**config.mk**
```make
export PLATFORM = sky130hd
export DESIGN_NAME = i2c_bus_arbiter_flat
export DESIGN_NICKNAME = d
export VERILOG_FILES = /design/src/rtl/i2c_bus_arbiter_if.sv /design/src/rtl/i2c_bus_arbiter.sv /design/src/flat_wrapper.sv
export SDC_FILE = /design/constraint.sdc
export NUM_CORES = 1
export LEC_CHECK = 0
export ABC_AREA = 1
export BUFFER_PORTS_ARGS = -buffer_cell sky130_fd_sc_hd__buf_2
export CAP_MARGIN = 20
export CORE_MARGIN = 2
export CORE_UTILIZATION = 28
export CTS_CLUSTER_DIAMETER = 150
export CTS_CLUSTER_SIZE = 14
export DETAILED_ROUTE_END_ITERATION = 16
export GPL_TIMING_DRIVEN = 1
export MAX_ROUTING_LAYER = met4
export PLACE_DENSITY_LB_ADDON = 0.2
export RECOVER_POWER = 25
export SLEW_MARGIN = 25
export SYNTH_ARGS = -nofsm -noshare
export SYNTH_HDL_FRONTEND = slang
export SYNTH_SLANG_ARGS = --single-unit
```
**constraint.sdc**
```tcl
create_clock -name clk -period 3.6 [get_ports clk]
set_input_delay 0.18 -clock clk [delete_from_list [all_inputs] [get_ports clk]]
set_output_delay 0.18 -clock clk [all_outputs]
set_load 0.01 [all_outputs]
```
**src/rtl/i2c_bus_arbiter_if.sv**
```systemverilog
// i2c_bus_arbiter_if: requester-side and i2c_master-side transaction signals around the arbiter
interface i2c_bus_arbiter_if #(parameter int N_REQ = 2);
  logic [N_REQ-1:0]   req;
  logic [N_REQ-1:0]   req_rnw;
  logic [7*N_REQ-1:0] req_chip_addr;
  logic [8*N_REQ-1:0] req_reg_addr;
  logic [8*N_REQ-1:0] req_wdata;
  logic [N_REQ-1:0]   grant;
  logic [N_REQ-1:0]   ack;
  logic [7:0]         rdata;
  logic [2:0]         status;
  logic [6:0]         m_chip_addr;
  logic [7:0]         m_reg_addr;
  logic [7:0]         m_data_in;
  logic               m_write_en;
  logic               m_read_en;
  logic               m_done;
  logic               m_busy;
  logic [2:0]         m_status;
  logic [7:0]         m_data_out;
  modport slave (
    input  req, req_rnw, req_chip_addr, req_reg_addr, req_wdata,
    input  m_done, m_busy, m_status, m_data_out,
    output grant, ack, rdata, status,
    output m_chip_addr, m_reg_addr, m_data_in, m_write_en, m_read_en
  );
  modport master (
    output req, req_rnw, req_chip_addr, req_reg_addr, req_wdata,
    output m_done, m_busy, m_status, m_data_out,
    input  grant, ack, rdata, status,
    input  m_chip_addr, m_reg_addr, m_data_in, m_write_en, m_read_en
  );
endinterface

```
**src/rtl/i2c_bus_arbiter.sv**
```systemverilog
// i2c_bus_arbiter: round-robin sharing of one i2c_master among up to eight register requesters
module i2c_bus_arbiter #(
  parameter int          N_REQ          = 2,
  parameter int unsigned TIMEOUT_CYCLES = 1_000_000
) (
  input logic              clk,
  input logic              reset,
  i2c_bus_arbiter_if.slave bus
);
  localparam int PW = N_REQ > 1 ? $clog2(N_REQ) : 1;
  typedef enum logic [1:0] {IDLE, ISSUE, WAIT, ACK} state_t;
  state_t           state_q, state_d;
  logic [PW-1:0]    ptr_q, ptr_d, owner_q, owner_d, sel, jj;
  logic [N_REQ-1:0] grant_q, grant_d, ack_q, ack_d, sel_oh;
  logic [7:0]       rdata_q, rdata_d, m_reg_q, m_reg_d, m_data_q, m_data_d;
  logic [6:0]       m_chip_q, m_chip_d;
  logic [2:0]       status_q, status_d;
  logic             m_wr_q, m_wr_d, m_rd_q, m_rd_d;
  logic [31:0]      cnt_q, cnt_d;
  logic             found, timeout;
  logic [6:0]       chip_a [N_REQ];
  logic [7:0]       reg_a  [N_REQ];
  logic [7:0]       wd_a   [N_REQ];
  int               j;
  for (genvar g = 0; g < N_REQ; g++) begin : g_unpack
    assign chip_a[g] = bus.req_chip_addr[7*g +: 7];
    assign reg_a[g]  = bus.req_reg_addr[8*g +: 8];
    assign wd_a[g]   = bus.req_wdata[8*g +: 8];
  end
  assign timeout = TIMEOUT_CYCLES != 0 && cnt_q >= TIMEOUT_CYCLES;
  // search upward from ptr with wrap; scanning offsets high to low lets the nearest request win
  always_comb begin
    sel = ptr_q;
    found = 1'b0;
    j = 0;
    jj = '0;
    for (int i = N_REQ - 1; i >= 0; i--) begin
      j = int'(ptr_q) + i;
      if (j >= N_REQ) j = j - N_REQ;
      jj = PW'(j);
      if (bus.req[jj]) begin
        sel = jj;
        found = 1'b1;
      end
    end
    for (int i = 0; i < N_REQ; i++) sel_oh[i] = PW'(i) == sel;
  end
  // next-state and output registers; done in the first WAIT cycle is a stale level and is ignored
  always_comb begin
    state_d = state_q;
    ptr_d = ptr_q;
    owner_d = owner_q;
    grant_d = grant_q;
    ack_d = '0;
    rdata_d = rdata_q;
    status_d = status_q;
    m_chip_d = m_chip_q;
    m_reg_d = m_reg_q;
    m_data_d = m_data_q;
    m_wr_d = 1'b0;
    m_rd_d = 1'b0;
    cnt_d = cnt_q;
    case (state_q)
      IDLE: if (found && !bus.m_busy) begin
        owner_d = sel;
        grant_d = sel_oh;
        state_d = ISSUE;
      end
      ISSUE: begin
        m_chip_d = chip_a[owner_q];
        m_reg_d = reg_a[owner_q];
        m_data_d = wd_a[owner_q];
        m_rd_d = bus.req_rnw[owner_q];
        m_wr_d = !bus.req_rnw[owner_q];
        cnt_d = '0;
        state_d = WAIT;
      end
      WAIT: begin
        cnt_d = &cnt_q ? cnt_q : cnt_q + 32'd1;
        if (cnt_q != 0 && bus.m_done) begin
          status_d = bus.m_status;
          rdata_d = bus.m_data_out;
          ack_d = grant_q;
          state_d = ACK;
        end else if (timeout) begin
          status_d = 3'b111;
          ack_d = grant_q;
          state_d = ACK;
        end
      end
      ACK: begin
        grant_d = '0;
        ptr_d = owner_q == PW'(N_REQ - 1) ? '0 : owner_q + 1'b1;
        state_d = IDLE;
      end
      default: state_d = IDLE;
    endcase
  end
  // state and output flops, cleared immediately by the shared low-active reset
  always_ff @(posedge clk or negedge reset) begin
    if (!reset) begin
      state_q <= IDLE;
      ptr_q <= '0;
      owner_q <= '0;
      grant_q <= '0;
      ack_q <= '0;
      rdata_q <= '0;
      status_q <= '0;
      m_chip_q <= '0;
      m_reg_q <= '0;
      m_data_q <= '0;
      m_wr_q <= 1'b0;
      m_rd_q <= 1'b0;
      cnt_q <= '0;
    end else begin
      state_q <= state_d;
      ptr_q <= ptr_d;
      owner_q <= owner_d;
      grant_q <= grant_d;
      ack_q <= ack_d;
      rdata_q <= rdata_d;
      status_q <= status_d;
      m_chip_q <= m_chip_d;
      m_reg_q <= m_reg_d;
      m_data_q <= m_data_d;
      m_wr_q <= m_wr_d;
      m_rd_q <= m_rd_d;
      cnt_q <= cnt_d;
    end
  end
  assign bus.grant = grant_q;
  assign bus.ack = ack_q;
  assign bus.rdata = rdata_q;
  assign bus.status = status_q;
  assign bus.m_chip_addr = m_chip_q;
  assign bus.m_reg_addr = m_reg_q;
  assign bus.m_data_in = m_data_q;
  assign bus.m_write_en = m_wr_q;
  assign bus.m_read_en = m_rd_q;
endmodule

```
**src/flat_wrapper.sv**
```systemverilog
// flat-port wrapper written by rule: the top's interface ports become plain ports
module i2c_bus_arbiter_flat 
#(
  parameter int          N_REQ          = 2,
  parameter int unsigned TIMEOUT_CYCLES = 1_000_000
)
  (clk, reset, bus_req, bus_req_rnw, bus_req_chip_addr, bus_req_reg_addr, bus_req_wdata, bus_m_done, bus_m_busy, bus_m_status, bus_m_data_out, bus_grant, bus_ack, bus_rdata, bus_status, bus_m_chip_addr, bus_m_reg_addr, bus_m_data_in, bus_m_write_en, bus_m_read_en);
  i2c_bus_arbiter_if #(.N_REQ(N_REQ)) bus_i ();
  input logic clk;
  input logic reset;
  input wire logic [$bits(bus_i.req)-1:0] bus_req;
  input wire logic [$bits(bus_i.req_rnw)-1:0] bus_req_rnw;
  input wire logic [$bits(bus_i.req_chip_addr)-1:0] bus_req_chip_addr;
  input wire logic [$bits(bus_i.req_reg_addr)-1:0] bus_req_reg_addr;
  input wire logic [$bits(bus_i.req_wdata)-1:0] bus_req_wdata;
  input wire logic [$bits(bus_i.m_done)-1:0] bus_m_done;
  input wire logic [$bits(bus_i.m_busy)-1:0] bus_m_busy;
  input wire logic [$bits(bus_i.m_status)-1:0] bus_m_status;
  input wire logic [$bits(bus_i.m_data_out)-1:0] bus_m_data_out;
  output wire logic [$bits(bus_i.grant)-1:0] bus_grant;
  output wire logic [$bits(bus_i.ack)-1:0] bus_ack;
  output wire logic [$bits(bus_i.rdata)-1:0] bus_rdata;
  output wire logic [$bits(bus_i.status)-1:0] bus_status;
  output wire logic [$bits(bus_i.m_chip_addr)-1:0] bus_m_chip_addr;
  output wire logic [$bits(bus_i.m_reg_addr)-1:0] bus_m_reg_addr;
  output wire logic [$bits(bus_i.m_data_in)-1:0] bus_m_data_in;
  output wire logic [$bits(bus_i.m_write_en)-1:0] bus_m_write_en;
  output wire logic [$bits(bus_i.m_read_en)-1:0] bus_m_read_en;
  assign bus_i.req = bus_req;
  assign bus_i.req_rnw = bus_req_rnw;
  assign bus_i.req_chip_addr = bus_req_chip_addr;
  assign bus_i.req_reg_addr = bus_req_reg_addr;
  assign bus_i.req_wdata = bus_req_wdata;
  assign bus_i.m_done = bus_m_done;
  assign bus_i.m_busy = bus_m_busy;
  assign bus_i.m_status = bus_m_status;
  assign bus_i.m_data_out = bus_m_data_out;
  assign bus_grant = bus_i.grant;
  assign bus_ack = bus_i.ack;
  assign bus_rdata = bus_i.rdata;
  assign bus_status = bus_i.status;
  assign bus_m_chip_addr = bus_i.m_chip_addr;
  assign bus_m_reg_addr = bus_i.m_reg_addr;
  assign bus_m_data_in = bus_i.m_data_in;
  assign bus_m_write_en = bus_i.m_write_en;
  assign bus_m_read_en = bus_i.m_read_en;
  i2c_bus_arbiter #(.N_REQ(N_REQ), .TIMEOUT_CYCLES(TIMEOUT_CYCLES)) u_core (.clk(clk), .reset(reset), .bus(bus_i));
endmodule
```
== Yosys cells after proc, flatten, opt, wreduce, memory -nomap -nowiden ==
Cells that the tools add are included.
Word-level totals
  ROM bits: 0
  memories kept: 0
  bits in writable memories: 0
  logic and storage cells: 86
  bits in latches: 0
  output and inout bits: 40
  flip-flop bits (word level): 76
  input port bits: 65
Cells by class
  order comparisons: 7
  add/sub/neg operators: 5
  divide/modulo/power cells: 0
  reductions and logical operators: 16
  bitwise operators: 2
  equal/unequal tests: 6
  shifts and indexed selects: 0
  muxes and demuxes: 37
  multipliers: 0
Operators by type and width (number)
  case mux 32 bit (2 select lines): 1
  2-to-1 mux 8 bit: 6
  adder 32 x 1 -> 32 bit, second input constant: 1
  >= comparator 32 x 20 -> 1 bit, second input constant: 1
  2-to-1 mux 32 bit: 1
  AND reduction 32 bit: 1
  nonzero test 32 bit: 1
  2-to-1 mux 7 bit: 3
  2-to-1 mux 1 bit: 15
  2-to-1 mux 2 bit: 7
  AND reduction 2 bit: 6
  case mux 2 bit (4 select lines): 1
  less-than comparator 1 x 2 -> 1 bit, second input constant: 3
  2-to-1 mux 3 bit: 2
  nonzero test 2 bit: 3
  == test 2 bit, second input constant: 2
  >= comparator 2 bit, second input constant: 2
  case mux 2 bit (2 select lines): 1
  != test 3 x 1 -> 1 bit, second input constant: 1
  adder 1 x 1 -> 2 bit, second input constant: 1
  == test 2 x 1 -> 1 bit, second input constant: 1
  >= comparator 1 x 2 -> 1 bit, second input constant: 1
  logical AND 1 bit: 2
  zero test 1 bit: 2
  other kinds (7): 8

== Longest topological paths before layout ==
Gate-level depths: netlist (run 1).
  word-level depth: 10
  gate-level depth with buffers: 12
  mapped depth without buffers: 12

== Least setup slack after synthesis (run 1) ==
No wires, ideal clock.
  kind: register to register
  start: register u_core.cnt_q[0]
  end: register u_core.cnt_q[24]
  clock period less this slack: 1.766 ns
  path buffers: 1
  cell stages (with the launch flop): 13
  required time: 3.461 ns
  data arrival time: 1.627 ns
  path slack: 1.834 ns
  library setup time: 0.139 ns
  cell sequence: dfrtp_1 ha_1 nand3_1 inv_1 nand2_2 nor2_4 nand2_2 nand2_4 nand2_4 clkinv_8 buf_12 nand2_2 o21ai_2
On the way
  word-level cells in the longest chain between the ends: 3
  elaborated cells on any way between the ends: 6
  those cells by class: add/sub (1); eq/ne (1); mux (2); reduce/logical (2)
RTL lines
  start, declared: line i2c_bus_arbiter.sv:19  | logic [31:0] cnt_q, cnt_d;
  start signal, assigned: line i2c_bus_arbiter.sv:128  | cnt_q <= cnt_d;
  adder 32 x 1 -> 32 bit / AND reduction 32 bit (equally long branches): line i2c_bus_arbiter.sv:79  | cnt_d = &cnt_q ? cnt_q : cnt_q + 32'd1;
  2-to-1 mux 32 bit / != test 2 bit (equally long branches)
  case mux 32 bit (2 select lines) / AND reduction 2 bit (equally long branches)
Several ways; a longest one is shown, not always the timed one. The select of a mux whose other input is x is not followed.
A chain may end at the register's enable or synchronous reset.

== Final worst setup path (run 1) ==
  start: register u_core.state_q[1]
  end: register u_core.cnt_q[5]
On the way
  word-level cells in the longest chain between the ends: 3
  elaborated cells on any way between the ends: 6
  those cells by class: eq/ne (3); mux (1); reduce/logical (2)
RTL lines
  start, declared: line i2c_bus_arbiter.sv:12  | state_t state_q, state_d;
  start signal, assigned: line i2c_bus_arbiter.sv:116  | state_q <= state_d;
  == test 2 bit / == test 2 x 1 -> 1 bit (equally long branches): line i2c_bus_arbiter.sv:63  | case (state_q)
  != test 2 bit (no line) / nonzero test 2 bit (equally long branches)
  AND reduction 2 bit (no line)
Several ways; a longest one is shown, not always the timed one.

==> metrics.txt, run 1 <==
# diodes 0; DRT iter0 DRCs 167; synthesized area 0.004448 mm^2; Comb power frac 0.366; initial antenna violation count 0; Max Slew Vio Count 64; routability cong. between 0.8 and 0.9; slew at the pin closest to its max-slew limit 1654 ps; share of layout cells above drive strength 1 0.1977; Critical Path Slowest Stage Cell ha_1; IO Count around 110; Final ANT Viol Nets 0; gr ovfl total 0; Setup crit start kind flop; vias per cell 4.484; fmax ~0.43 GHz; postcts setup bufs 0; first-pass GRT wire length ~19000 um; most frequent CP cell nand2_1; Pint ~2.2 mW; Seq/Total Area, Yosys 0.4276; Die X ~130 um; Die Area around 0.017 mm^2; wire per inst around 13 um; CP peak stage delay approximately 660 ps; Finished Core Util 0.3470; Inst Count DP ~900; RSZ-0062 raised after global routing false; Root Driver clkbuf_16; Tcrit/Tclk final 0.6413; area grow syn2layout 22.56%; Area after DPL between 0.005 and 0.006 mm^2; Sw Pwr 1.493 mW; Max-cap violations 1; sequential share of power 0.351; most frequent cells in the layout nand2_1, nor2_1, dfrtp_1; Residual DRC 0; syn avg cell area 7.526 um^2; clk sinks 76; crit path cell chain inv_1 -> ha_1 -> nand2_1 -> nand2_4 -> clkinv_8 -> nand2_1 -> o21ai_2; Cell variety after synth 29; multi-input logic area 0.002216 mm^2; core box area around 0.016 mm^2; # fillers roughly 1700; skew final between 7 and 8 ps; DP HPWL 9175 um; kind of critical path reg -> reg; crit end category flop; total CTS buffers 9; clock group share of total power 0.283; violated checks max-capacitance violations, max-slew violations; Arr. time, crit path about 2500 ps; TritonCTS clock tree done; Die Y about 130 um; H-tree depth 3; Critical Path RT 3830 ps; Reg area 0.001902 mm^2; most common cell after layout, fill and taps aside nand2_1; number of hold-slack violations in the final timing report 0; Starting Density 0.2831; register bit total from synthesis between 70 and 80; final setup vio count 0; Via Count around 4000; worst skew pair latency approximately 340 ps; Syn Inst Count just under 600; Worst-path clk slew 60 ps; Layout Cells excl Fill slightly above 900; GRT Resource Usage Total 0.1483; Final #Nets approximately 770; row count 46; synth warn 0; relative slew slack -0.1024; Final Instance Area ~0.0055 mm^2; CTS Buffer Depth 2; switching share of power 0.4071; IO Port Bufs between 100 and 150; worst vdd ir approximately 0.00024 V; vias in the first global route ~3800; Initial DRT Pass Iterations 5; status finished with violations; crit path time final around 2300 ps; Min-Delay Path Class in -> reg; leakage approximately 2.5 nW; Synth Net Count about 660; final WL 12300 um; maximum fanout along the worst path 25; pwr/cell area between 600 and 700 mW/mm^2; Setup TNS Final 0 ps; pin count of the biggest net entering global routing 64
worst max-delay path, delay by kind of cell, from the launching register on:
family,cells,cell delay [ps]
flops,1,420
buf+inv,2,330
fa+ha+maj,1,660
compound gates,1,50
simple gates,3,690
power by group through the flow:
stage	Sequential [mW]	Clock [mW]	Combinational, mW
finish	1.29	1.04	1.34
global route	1.31	1.09	1.52
CTS	1.28	1.06	1.43
detailed placement	1.29	0	1.42
global placement	1.28	0	1.40
floorplan	1.35	0	0.936
stage by stage:
step           total power, mW  hold slack (ps)  setup WS [ps]
2_1_floorplan            2.285           -115.6           1834
3_3_place_gp             2.678            345.7           1321
3_5_place_dp             2.703            353.5           1255
4_1_cts                  3.765            75.33           1239
5_1_grt                  3.927            75.93           1061
6_report                 3.666            79.49           1291
worst paths after layout:
path | from | end | slack, ps | depth (start not counted)
setup / recovery | u_core.state_q[1] | u_core.cnt_q[5] | 1290 | 7
hold / removal | bus_m_data_out[2] | u_core.bus.rdata[2] | 80 | 3
setup reg to reg | u_core.state_q[1] | u_core.cnt_q[5] | 1290 | 7
hold reg to reg | u_core.bus.rdata[6] | u_core.bus.rdata[6] | 470 | 2
max in group asynchronous | reset | u_core.bus.grant[0] | 1800 | 3
min in group asynchronous | reset | u_core.cnt_q[26] | 780 | 2
what timing repair did:
action	CTS	global route
hold buffers	1	0
hold endpoints to repair	55	0
gates resized for setup	0	0
endpoints found under the setup margin	0	0
cells by family (layout without fill, tap and decap cells):
group           after synthesis  in the layout  synth area share
fa+ha+maj                     7              7           0.01969
simple gates                330            330            0.3198
xor+xnor                     15             15           0.02954
compound gates               91             91            0.1291
flops                        76             76            0.4276
buf+inv                      72            179           0.07426
synth_stat cells:
cell type,count,area (um^2)
nor3_2,2,20.02
o22ai_2,7,87.58
nor2_2,1,6.260
nor2_4,1,11.26
ha_1,7,87.58
xor2_1,15,131.4
clkbuf_1,12,45.04
nand4_1,3,18.77
dfrtp_1,76,1902
o21ai_2,17,148.9
o21ai_0,53,265.3
nand2_4,2,22.52
inv_1,50,187.7
o22ai_1,2,12.51
nand2_1,152,570.6
nand3_1,42,210.2
nand2_2,14,87.58
o21ai_1,7,35.03
clkinv_1,1,3.750
nor2_1,89,334.1
nor3_4,1,16.27
nor3_1,16,80.08
or2_2,6,37.54
buf_12,2,40.04
a21oi_1,5,25.02
buf_6,2,22.52
nand3b_1,1,7.510
inv_2,4,15.01
clkinv_8,1,16.27
routing by layer:
layer / global-route usage / part of all wire / vias to the layer above
met5: - / 0 / -
met4: 0.04491 / 0.016 / 0
met3: 0.03116 / 0.028 / 14
met2: 0.2331 / 0.48 / 59
met1: 0.1930 / 0.48 / 1920
li1: - / - / 2105
state kept, by name (all words and copies together), names as in the netlist:
name	count
u_core.bus.ack	2
u_core.bus.grant	2
u_core.bus.m_chip_addr	7
u_core.bus.m_data_in	8
u_core.bus.m_read_en	1
u_core.bus.m_reg_addr	8
u_core.bus.m_write_en	1
u_core.bus.rdata	8
u_core.bus.status	3
u_core.cnt_q	32
u_core.owner_q	1
u_core.ptr_q	1
u_core.state_q	2
area by class of cell:
cell class	count	area share
Clock buffer	9	0.04131
Clock inverter	6	0.02066
Inverter	56	0.04085
Multi-Input combinational cell	443	0.4065
Sequential cell	76	0.3489
Tap cell	216	0.04958
Timing Repair Buffer	108	0.09227
Power figures use the tool's default switching activity.
==> inputs of run 2 (changes only) <==
--- a/config.mk
+++ b/config.mk
@@ -5,7 +5,7 @@
 export SDC_FILE = /design/constraint.sdc
 export NUM_CORES = 1
 export LEC_CHECK = 0
-export ABC_AREA = 1
+export ABC_AREA = 0
 export BUFFER_PORTS_ARGS = -buffer_cell sky130_fd_sc_hd__buf_2
 export CAP_MARGIN = 20
 export CORE_MARGIN = 2
==> constraint.sdc (replaced) <==
create_clock -name clk -period 2.25 [get_ports clk]
set_input_delay 0.1125 -clock clk [delete_from_list [all_inputs] [get_ports clk]]
set_output_delay 0.1125 -clock clk [all_outputs]
set_load 0.01 [all_outputs]
==> metrics.txt, run 2 <==
status completed; buffer and inverter count on the worst path 1 (-1); worst vdd ir 0.0004787 V (+97%); R2R Path End u_core.bus.rdata[7]; synth warn 0 (unchanged); IO Count 105 (unchanged); Pint 3.702 mW (+70%); Simple-Gate Fraction of Synth Area 0.1810 (-0.1388); Arr. time, crit path 2350 ps (-180 ps); row count 43 (-6.5%); Final Instance Area 0.005139 mm^2 (-5.7%); Final ANT Viol Nets 0 (unchanged); Tcrit/Tclk final 0.9496 (+0.3083); postcts setup bufs 0 (unchanged); slew at the pin closest to its max-slew limit 1049 ps (-604.1 ps); Die X 122 um (-6.2%); area grow syn2layout 31.80%; TritonCTS clock tree done; IO Port Bufs 104 (unchanged); mux share of post-synthesis cell area 0.1091 (+0.1091); Initial DRT Pass Iterations 4 (-1); Adder-Cell Fraction of Synth Area 0.02246 (+0.002774); number of hold-slack violations in the final timing report 0 (unchanged); total CTS buffers 9 (unchanged); Min-Delay Path Class in -> reg; leakage 2.393 nW (-2.5%); ys async rst share 1.000 (unchanged); vias in the first global route 3178 (-16%); Worst-path clk slew 60 ps (about the same); kind of critical path reg -> reg; Synth Net Count 445 (-33%); relative slew slack 0.3003 (+0.4027); Syn Inst Count 373 (-37%); largest family of logic cells by synthesized area simple AND/OR/NAND/NOR gates; Layout Cells excl Fill 683 (-25%); RSZ-0062 raised after global routing false; Main synth FF type dfrtp_1; Seq/Total Area, Yosys 0.4878 (+0.06024); Max-cap violations 0 (-1); initial antenna violation count 0 (unchanged); synthesized area 0.003899 mm^2 (-12%); GRT Resource Usage Total 0.1389 (-0.009468); DRT iter0 DRCs 174 (+4.2%); switching share of power 0.3516 (-0.05544); Setup TNS Final 0 ps (unchanged); Starting Density 0.2842 (+0.001090); crit end category flop; most frequent cells in the layout buf_2, dfrtp_1, nor2_1; Max Slew Vio Count 0 (-100%); XOR/XNOR Fraction of Synth Area 0.008986 (-0.02055); hold depth 2 (-1); Reg2Reg Depth 6 (-1); HP Start bus_m_data_out[0]; Inst Count DP 658 (-27%); Finished Core Util 0.3746 (+0.02761); Area after DPL 0.004736 mm^2 (-8.2%); Crit path max-delay family simple AND/OR/NAND/NOR gates; Die Y 122 um (-6.2%); Comb power frac 0.376 (+0.010); worst skew pair latency 340 ps (about the same); gr ovfl total 0 (unchanged); final setup vio count 0 (unchanged); CTS Buffer Depth 2 (unchanged); maximum fanout along the worst path 11 (-56%); CP peak stage delay 450 ps (-210 ps); # diodes 0 (unchanged); DP HPWL 6846 um (-25%); Synth top cells by count dfrtp_1, nor2_1, a21oi_1; PostCTS Resize Cnt 0 (unchanged); r2r setup slk 110 ps (-1180 ps); vias per cell 4.791 (+6.8%); fmax 0.4680 GHz (+8.1%); syn avg cell area 10.45 um^2 (+39%); Cell variety after synth 52 (+79%); Setup crit start kind flop; final WL 9406 um (-24%); Critical Path Slowest Stage Cell or4_4; core box area 0.01372 mm^2 (-13%); number of synthesized flops with an enable pin 0 (unchanged); Sw Pwr 2.008 mW (+35%); Via Count 3272 (-20%); crit path cell chain or3_1 -> or4_4 -> nor3_1 -> a21o_1 -> buf_12 -> mux2_2; launching point of the worst reg2reg path u_core.cnt_q[6]; most common cell after layout, fill and taps aside buf_2; routability cong. 0.8209 (-7.1%); Compound-Gate Fraction of Synth Area 0.1598 (+0.03071); largest area contributor in the netlist dfrtp_1; skew final 6.215 ps (-1.333 ps); Root Driver clkbuf_16; pin count of the biggest net entering global routing 49 (-23%); pwr/cell area 1111 mW/mm^2 (+65%); H-tree depth 3 (unchanged); first-pass GRT wire length 15800 um (-17%); # fillers 1404 (-18%); sequential share of power 0.350 (about the same); Residual DRC 0 (unchanged); Most flops, register u_core.cnt_q; Critical Path RT 2470 ps (-1360 ps); Die Area 0.01488 mm^2 (-12%); Final #Nets 570 (-26%); hold path endpoint u_core.bus.rdata[0]; clock group share of total power 0.274 (-0.009); synth top area cells dfrtp_1, mux2i_1, a21oi_1, nor2_1, mux2_2; clk sinks 76 (unchanged); most frequent cell after synthesis dfrtp_1; crit path time final 2137 ps (-172.1 ps); overall power 5.710 mW (+56%); max FFs per register 32 (unchanged); wire per inst 13.77 um (+2.3%); share of layout cells above drive strength 1 0.3002 (+0.1025); register bit total from synthesis 76 (unchanged); Synth top area share 0.4878 (+0.06024)
-- run 2: cell families after synthesis --
kind of cell,count (synthesis)
XOR/XNOR,4
flip-flops,76
multiplexers,41
AO/OA/AOI/OAI,88
AND/OR/NAND/NOR,128
buffers and inverters,29
adder cells (fa/ha/maj),7
-- run 2: layout make-up --
cell class / count / area [um^2] / area share
timing repair buffer: 132 / 767.0 / 0.1493
sequential: 76 / 1902 / 0.3701
multi-input combinational: 268 / 1877 / 0.3652
clock buffer: 10 / 239.0 / 0.04651
inverter: 11 / 41.29 / 0.008035
tap: 180 / 225.2 / 0.04383
clock inverter: 6 / 87.58 / 0.01704
-- run 2: power by group through the flow --
stage	Sequential [mW]	Combinational, mW	Clock, mW
2_1_floorplan	2.15	1.27	0
3_3_place_gp	2.01	2.16	0
3_5_place_dp	2.01	2.19	0
4_1_cts	2.00	2.20	1.61
5_1_grt	2.05	2.41	1.68
6_report	2.00	2.15	1.57
-- run 2: timing repair --
action                                  4_1_cts  5_1_grt
hold buffers                                  6        3
endpoints found under the setup margin        0        1
hold endpoints to repair                     44        3
-- run 2: stage by stage --
stage	hold slack [ps]	setup slack, ps
after floorplan	-183.1	145.9
after global placement	139.7	172.7
after detailed placement	137.8	131.2
after CTS	2.307	117.0
after global routing	1.893	16.15
final	12.72	113.3
-- run 2: worst max-delay path by stage --
stage,start,to,slack [ps],depth (start not counted)
2_1_floorplan,u_core.cnt_q[7],u_core.bus.rdata[1],150,6
3_3_place_gp,u_core.cnt_q[6],u_core.bus.rdata[2],170,6
3_5_place_dp,u_core.cnt_q[6],u_core.bus.rdata[5],130,6
4_1_cts,u_core.cnt_q[6],u_core.bus.rdata[0],120,6
5_1_grt,u_core.cnt_q[4],u_core.cnt_q[19],20,5
6_report,u_core.cnt_q[6],u_core.bus.rdata[7],110,6
-- run 2: per-layer routing --
metal  vias up  part of all wire  wire (um)  track usage
li1       1635                 -          -            -
met1      1534              0.45       4270       0.1794
met4         0             0.016        153      0.04239
met3        12             0.050        466      0.03277
met2        91              0.48       4515       0.2165
met5         -                 0          0            -
